$ cat config.mk
export PLATFORM = sky130hd
export DESIGN_NAME = conversion_sequencer
export DESIGN_NICKNAME = d
export VERILOG_FILES = /design/src/rtl/conversion_sequencer.sv
export SDC_FILE = /design/constraint.sdc
export NUM_CORES = 1
export LEC_CHECK = 0
export ABC_AREA = 1
export BUFFER_PORTS_ARGS = -buffer_cell sky130_fd_sc_hd__buf_2
export CORE_ASPECT_RATIO = 1.1
export CORE_MARGIN = 2
export CORE_UTILIZATION = 50
export DETAILED_ROUTE_END_ITERATION = 8
export GPL_TIMING_DRIVEN = 0
export PLACE_DENSITY_LB_ADDON = 0.12
export SLEW_MARGIN = 20
export SYNTH_ARGS = -nofsm -noshare
export SYNTH_HDL_FRONTEND = slang
export SYNTH_SLANG_ARGS = --single-unit
export TNS_END_PERCENT = 20
$ cat constraint.sdc
create_clock -name clk -period 1.6 [get_ports clk]
set_input_delay 0.32 -clock clk [delete_from_list [all_inputs] [get_ports clk]]
set_output_delay 0.32 -clock clk [all_outputs]
set_load 0.005 [all_outputs]
$ cat src/rtl/conversion_sequencer.sv
`default_nettype none
// ============================================================================
// Module      : conversion_sequencer
// Description : Run controller for a delta-sigma modulator and its decimation
//               filter. Supports incremental conversions (clear, integrate for
//               osr_eff cycles, dump, capture) and regular free-running
//               conversions (capture every DEC_M cycles once the filter has
//               settled). Captured results are offered on a valid/ready
//               holding register with a sticky overrun flag.
// Revision    : 1.0 - initial release
// ----------------------------------------------------------------------------
// Ports
//   clk, reset          : clock (rising edge), asynchronous active-high reset
//   start, stop         : run request (IDLE only) / abort (any busy state)
//   continuous, mode    : repeat-until-stop select, 0=incremental 1=regular
//   osr                 : incremental conversion length, clamped to >= 2
//   filt_z              : filter output sampled on capture
//   filt_rst            : registered filter dump strobe
//   filt_type           : registered filter type (latched mode)
//   filt_greset         : registered filter global clear
//   busy                : high in every state except IDLE
//   result/result_valid : captured result and its valid flag
//   result_ready        : consumer handshake
//   overrun             : sticky, a capture was dropped for lack of space
// ============================================================================
module conversion_sequencer #(
  parameter int OUTPUT_BITS = 16,
  parameter int OSR_BITS    = 8,
  parameter int DEC_M       = 16
) (
  input  logic                   clk,
  input  logic                   reset,
  input  logic                   start,
  input  logic                   stop,
  input  logic                   continuous,
  input  logic                   mode,
  input  logic [OSR_BITS-1:0]    osr,
  input  logic [OUTPUT_BITS-1:0] filt_z,
  output logic                   filt_rst,
  output logic                   filt_type,
  output logic                   filt_greset,
  output logic                   busy,
  output logic [OUTPUT_BITS-1:0] result,
  output logic                   result_valid,
  input  logic                   result_ready,
  output logic                   overrun
);

  localparam int DEC_BITS = (DEC_M > 1) ? $clog2(DEC_M) : 1;
  localparam int CNT_BITS = (OSR_BITS > DEC_BITS) ? OSR_BITS : DEC_BITS;
  localparam logic [CNT_BITS-1:0] CNT_ONE  = CNT_BITS'(1);
  localparam logic [CNT_BITS-1:0] DEC_LAST = CNT_BITS'(DEC_M - 1);
  localparam logic [OSR_BITS-1:0] OSR_MIN  = OSR_BITS'(2);

  typedef enum logic [2:0] {
    IDLE    = 3'd0,
    CLEAR   = 3'd1,
    INTEG   = 3'd2,
    DUMP    = 3'd3,
    CAPTURE = 3'd4
  } state_t;

  state_t              state, state_next;
  logic [CNT_BITS-1:0] count, count_next;
  logic [CNT_BITS-1:0] osr_last;      // latched osr_eff - 1
  logic                cont_lat;
  // Completed regular-mode periods since CLEAR, saturating at 2. The sample
  // closing the first period is still polluted by the filter's start-up.
  logic [1:0]          periods, periods_next;
  logic                capture;
  logic                accept_start;
  logic [OSR_BITS-1:0] osr_clamped;

  assign osr_clamped = (osr < OSR_MIN) ? OSR_MIN : osr;
  assign busy        = (state != IDLE);

  always_comb begin
    state_next   = state;
    count_next   = count;
    periods_next = periods;
    capture      = 1'b0;
    accept_start = 1'b0;
    case (state)
      IDLE: begin
        if (start && !stop) begin
          accept_start = 1'b1;
          state_next   = CLEAR;
        end
      end
      CLEAR: begin
        count_next   = '0;
        periods_next = 2'd0;
        state_next   = INTEG;
      end
      INTEG: begin
        if (!filt_type) begin
          if (count == osr_last) begin
            state_next = DUMP;
          end else begin
            count_next = count + CNT_ONE;
          end
        end else begin
          if ((count == '0) && (periods == 2'd2)) begin
            capture = 1'b1;
          end
          if (count == DEC_LAST) begin
            count_next = '0;
            if (periods != 2'd2) begin
              periods_next = periods + 2'd1;
            end
          end else begin
            count_next = count + CNT_ONE;
          end
        end
      end
      DUMP: begin
        state_next = CAPTURE;
      end
      CAPTURE: begin
        capture    = 1'b1;
        count_next = '0;
        state_next = cont_lat ? INTEG : IDLE;
      end
      default: begin
        state_next = IDLE;
      end
    endcase
    // Abort overrides everything, including a capture due this cycle.
    if (stop && (state != IDLE)) begin
      state_next = IDLE;
      count_next = '0;
      capture    = 1'b0;
    end
  end

  always_ff @(posedge clk or posedge reset) begin
    if (reset) begin
      state        <= IDLE;
      count        <= '0;
      periods      <= 2'd0;
      osr_last     <= '0;
      cont_lat     <= 1'b0;
      filt_rst     <= 1'b0;
      filt_type    <= 1'b0;
      filt_greset  <= 1'b0;
      result       <= '0;
      result_valid <= 1'b0;
      overrun      <= 1'b0;
    end else begin
      state       <= state_next;
      count       <= count_next;
      periods     <= periods_next;
      // Strobes are registered from the next state so they line up exactly
      // with the CLEAR / DUMP cycles and vanish when a stop pre-empts them.
      filt_greset <= (state_next == CLEAR);
      filt_rst    <= (state_next == DUMP);
      if (accept_start) begin
        filt_type <= mode;
        cont_lat  <= continuous;
        osr_last  <= CNT_BITS'(osr_clamped) - CNT_ONE;
      end
      if (capture && (!result_valid || result_ready)) begin
        result       <= filt_z;
        result_valid <= 1'b1;
      end else begin
        if (result_valid && result_ready) begin
          result_valid <= 1'b0;
        end
        if (capture) begin
          overrun <= 1'b1;
        end
      end
      if (accept_start) begin
        overrun <= 1'b0;
      end
    end
  end

endmodule
`default_nettype wire

==> results.sh <==
export IMPL_drtPass1Iterations=4
export IMPL_syn_cell_area_um2=2530
export IMPL_nNetsFinal=426
export IMPL_vdd_ir_drop_max_mv=0.819
export IMPL_overflow=0
export IMPL_grt_pass1_wl_um=9310
export IMPL_start_util_pct=51.3
export IMPL_grt_setup_unrepaired="yes"
export IMPL_io_pins=53
export IMPL_power_switching_mw=1.92
export IMPL_area_growth_syn_to_layout_pct=27.2
export IMPL_sw_frac_of_total_pct=40.3
export IMPL_post_route_drc_count=0
export IMPL_power_frac_comb_pct=44.6
export IMPL_layout_area_seq_um2=1080
export IMPL_tightest_slew_ns=0.361
export IMPL_synth_cell_types=31
export IMPL_pwr_share_seq_pct=37.5
export IMPL_seq_area_frac_synth_pct=42.5
export IMPL_avgSynthCellArea_um2=7.93
export IMPL_dpl_hpwl_um=4030
export IMPL_drive_gt1_share_pct=38.5
export IMPL_slew_viol_final=0
export IMPL_h_tree_depth=2
export IMPL_synth_fp_nets=354
export IMPL_cts_buffers=5
export IMPL_worstPathRequired_ns=1.79
export IMPL_clk_path_buf_depth=2
export IMPL_whs_endpoint="state[2]"
export IMPL_post_route_util_pct=65.2
export IMPL_hold_depth=2
export IMPL_power_leakage_nw=1.73
export IMPL_dieWidth_um=71.8
export IMPL_stdcell_count=450
export IMPL_layout_setup_ws_ns=-0.0555
export IMPL_p_per_area_nw_per_um2=1480
export IMPL_cp_arrival_ns=1.85
export IMPL_cts_tree="built"
export IMPL_post_route_period_util_pct=103
export IMPL_grt_antenna_before_repair=0
export IMPL_intPower_mw=2.84
export IMPL_synth_seq_cells=43
export IMPL_routedWlPerCell_um=13.2
export IMPL_r2r_end="result[3]"
export IMPL_critPathMaxFanout=8
export IMPL_skew_ns=0.0117
export IMPL_yosys_warnings=0
export IMPL_vias_per_cell=5.13
export IMPL_die_area_um2=5650
export IMPL_min_path_type="primary input to flop"
export IMPL_rr_worst_depth=10
export IMPL_status="complete, but fails checks"
export IMPL_max_slew_margin_pct=75.9
export IMPL_root_buffer="clkbuf_8"
export IMPL_insertion_delay_ns=0.30
export IMPL_synthCells=319
export IMPL_drt_wl_total_um=5930
export IMPL_multi_input_area_um2=1260
export IMPL_place_congestion=0.810
export IMPL_r2r_start="count[1]"
export IMPL_fmax_mhz=604
export IMPL_grt_pass1_vias=2097
export IMPL_io_buffers=52
export IMPL_row_count=27
export IMPL_core_area_um2=4930
export IMPL_clk_pin_slew_ns=0.09
export IMPL_grt_max_degree=30
export IMPL_r2r_slack_ns=-0.06
export IMPL_vias=2308
export IMPL_drt_iter0_markers=176
export IMPL_grt_usage_pct=21.0
export IMPL_antenna_cells=0
export IMPL_fill_cells=426
export IMPL_dp_cells=430
export IMPL_violations="negative setup slack"
export IMPL_period_minus_slack_ns=1.66
export IMPL_critPathKind="flop to flop"
export IMPL_power_frac_clock_pct=18.0
export IMPL_report_final_setup_viol=16
export IMPL_cts_sinks=43
export IMPL_ant_nets=0
export IMPL_hold_start="stop"
export IMPL_crit_path_end_kind="flop"
export IMPL_start_kind="flop"
export IMPL_die_h_um=78.6
export IMPL_hold_viol=0
export IMPL_cap_violations=0
-- critical path, stage by stage, from the launching register on --
cell and delay [ns]:
dfrtp_2 0.42, inv_1 0.12, ha_4 0.15, nand2_2 0.05
nor3_2 0.11, nand3_1 0.10, nand2_2 0.10, nand3_4 0.18
clkbuf_16 0.22, nand2_2 0.06, o21ai_2 0.05
-- area by class of cell --
cell class                 instances  share of cell area, %
buffer                             8                   2.53
timing repair buffer              64                   12.4
clock inverter                     3                   1.36
tap                               58                   2.26
inverter                          55                   6.50
multi-input combinational        214                   39.1
sequential                        43                   33.6
clock buffer                       5                   2.14
-- stage by stage --
step | setup WS, ns | instance area, µm² | hold WS [ns] | power (mW) | TNS [ns]
finish | -0.0555 | 3220 | 0.195 | 4.75 | -0.512
CTS | 0.00599 | 3050 | 0.186 | 4.56 | 0
detailed placement | -0.107 | 2880 | 0.317 | 3.63 | -1.49
global placement | -0.368 | 2860 | 0.462 | 3.59 | -17.02
global route | -0.146 | 3220 | 0.189 | 5.11 | -2.26
floorplan | 0.127 | 2530 | 0.391 | 3.07 | 0
-- worst max-delay path by stage --
stage	startpoint	to	slack (ns)
2_1_floorplan	count[0]	result[0]	0.13
3_3_place_gp	reset	state[1]	-0.37
4_1_cts	periods[0]	result[8]	0.006
5_1_grt	count[1]	result[12]	-0.15
3_5_place_dp	osr[3]	osr_last[6]	-0.11
6_report	count[1]	result[3]	-0.06
-- Yosys cell counts (all sizes together) --
library cell	instances	area (µm²)
a21oi	3	18.8
nand4	14	87.6
nor2	32	164
nand2	93	404
ha	4	50.1
a31oi	2	18.8
buf	8	63.8
dfrtp	43	1080
xnor2	1	8.76
inv	55	209
nor3	1	5.00
o21ai	31	215
nor4	1	6.26
nand3	26	160
xor2	4	35.0
nor3b	1	7.51
-- cell usage in the layout, fill, tap and decap left out, types with 3 or more instances in the layout --
cell type,Yosys,final
buf_4,2,10
o21ai_0,12,10
inv_1,47,44
nor2_4,2,3
nand3_1,23,23
dfrtp_2,0,5
buf_12,0,3
nand2_4,2,4
dfrtp_1,43,38
inv_2,7,10
nor2_2,5,7
clkbuf_8,0,5
o21ai_1,3,5
nand2_2,16,15
buf_2,3,55
xor2_1,4,4
o21ai_2,16,16
nand2_1,75,74
nor2_1,24,21
nand4_1,14,14
ha_4,0,3
-- power by group through the flow --
stage | combinational, mW | sequential (mW) | clock (mW)
2_1_floorplan | 1.30 | 1.77 | 0
3_3_place_gp | 1.80 | 1.79 | 0
3_5_place_dp | 1.84 | 1.79 | 0
4_1_cts | 1.93 | 1.76 | 0.874
5_1_grt | 2.35 | 1.83 | 0.923
6_report | 2.12 | 1.78 | 0.854
-- timing repair --
item | in CTS | in global routing
pin swaps | 0 | 5
endpoints found under the hold margin | 13 | 0
buffers inserted | 5 | 3
gates cloned | 0 | 3
gates resized for setup | 5 | 22
setup endpoints to repair | 21 | 27
hold buffers | 1 | 0
-- logic make-up (layout without fill, tap and decap cells) --
logic type               Yosys count  count (layout)  synth area share (%)
AND/OR/NAND/NOR                  168             169                  33.0
XOR/XNOR                           5               5                  1.73
adder cells (fa/ha/maj)            4               4                  1.98
AO/OA/AOI/OAI                     36              36                  9.99
flip-flops                        43              43                  42.5
buffers and inverters             63             135                  10.8
-- registers in the layout, summed over array words and instances, names as in the netlist --
signal	cells
cont_lat	1
count	8
filt_greset	1
filt_rst	1
filt_type	1
osr_last	8
overrun	1
periods	2
result	16
result_valid	1
state	3
-- metal layers --
metal  up-vias  wire length, µm  share of wire [%]  global-route usage (%)
li1       1153                -                  -                       -
met1      1047             2410                 41                    25.8
met2        96             2970                 50                    36.6
met3        12              451                7.6                    4.88
met4         0               96                1.6                    6.23
met5         -                0                  0                       0
Note: power is estimated with default switching activity, not from simulation.
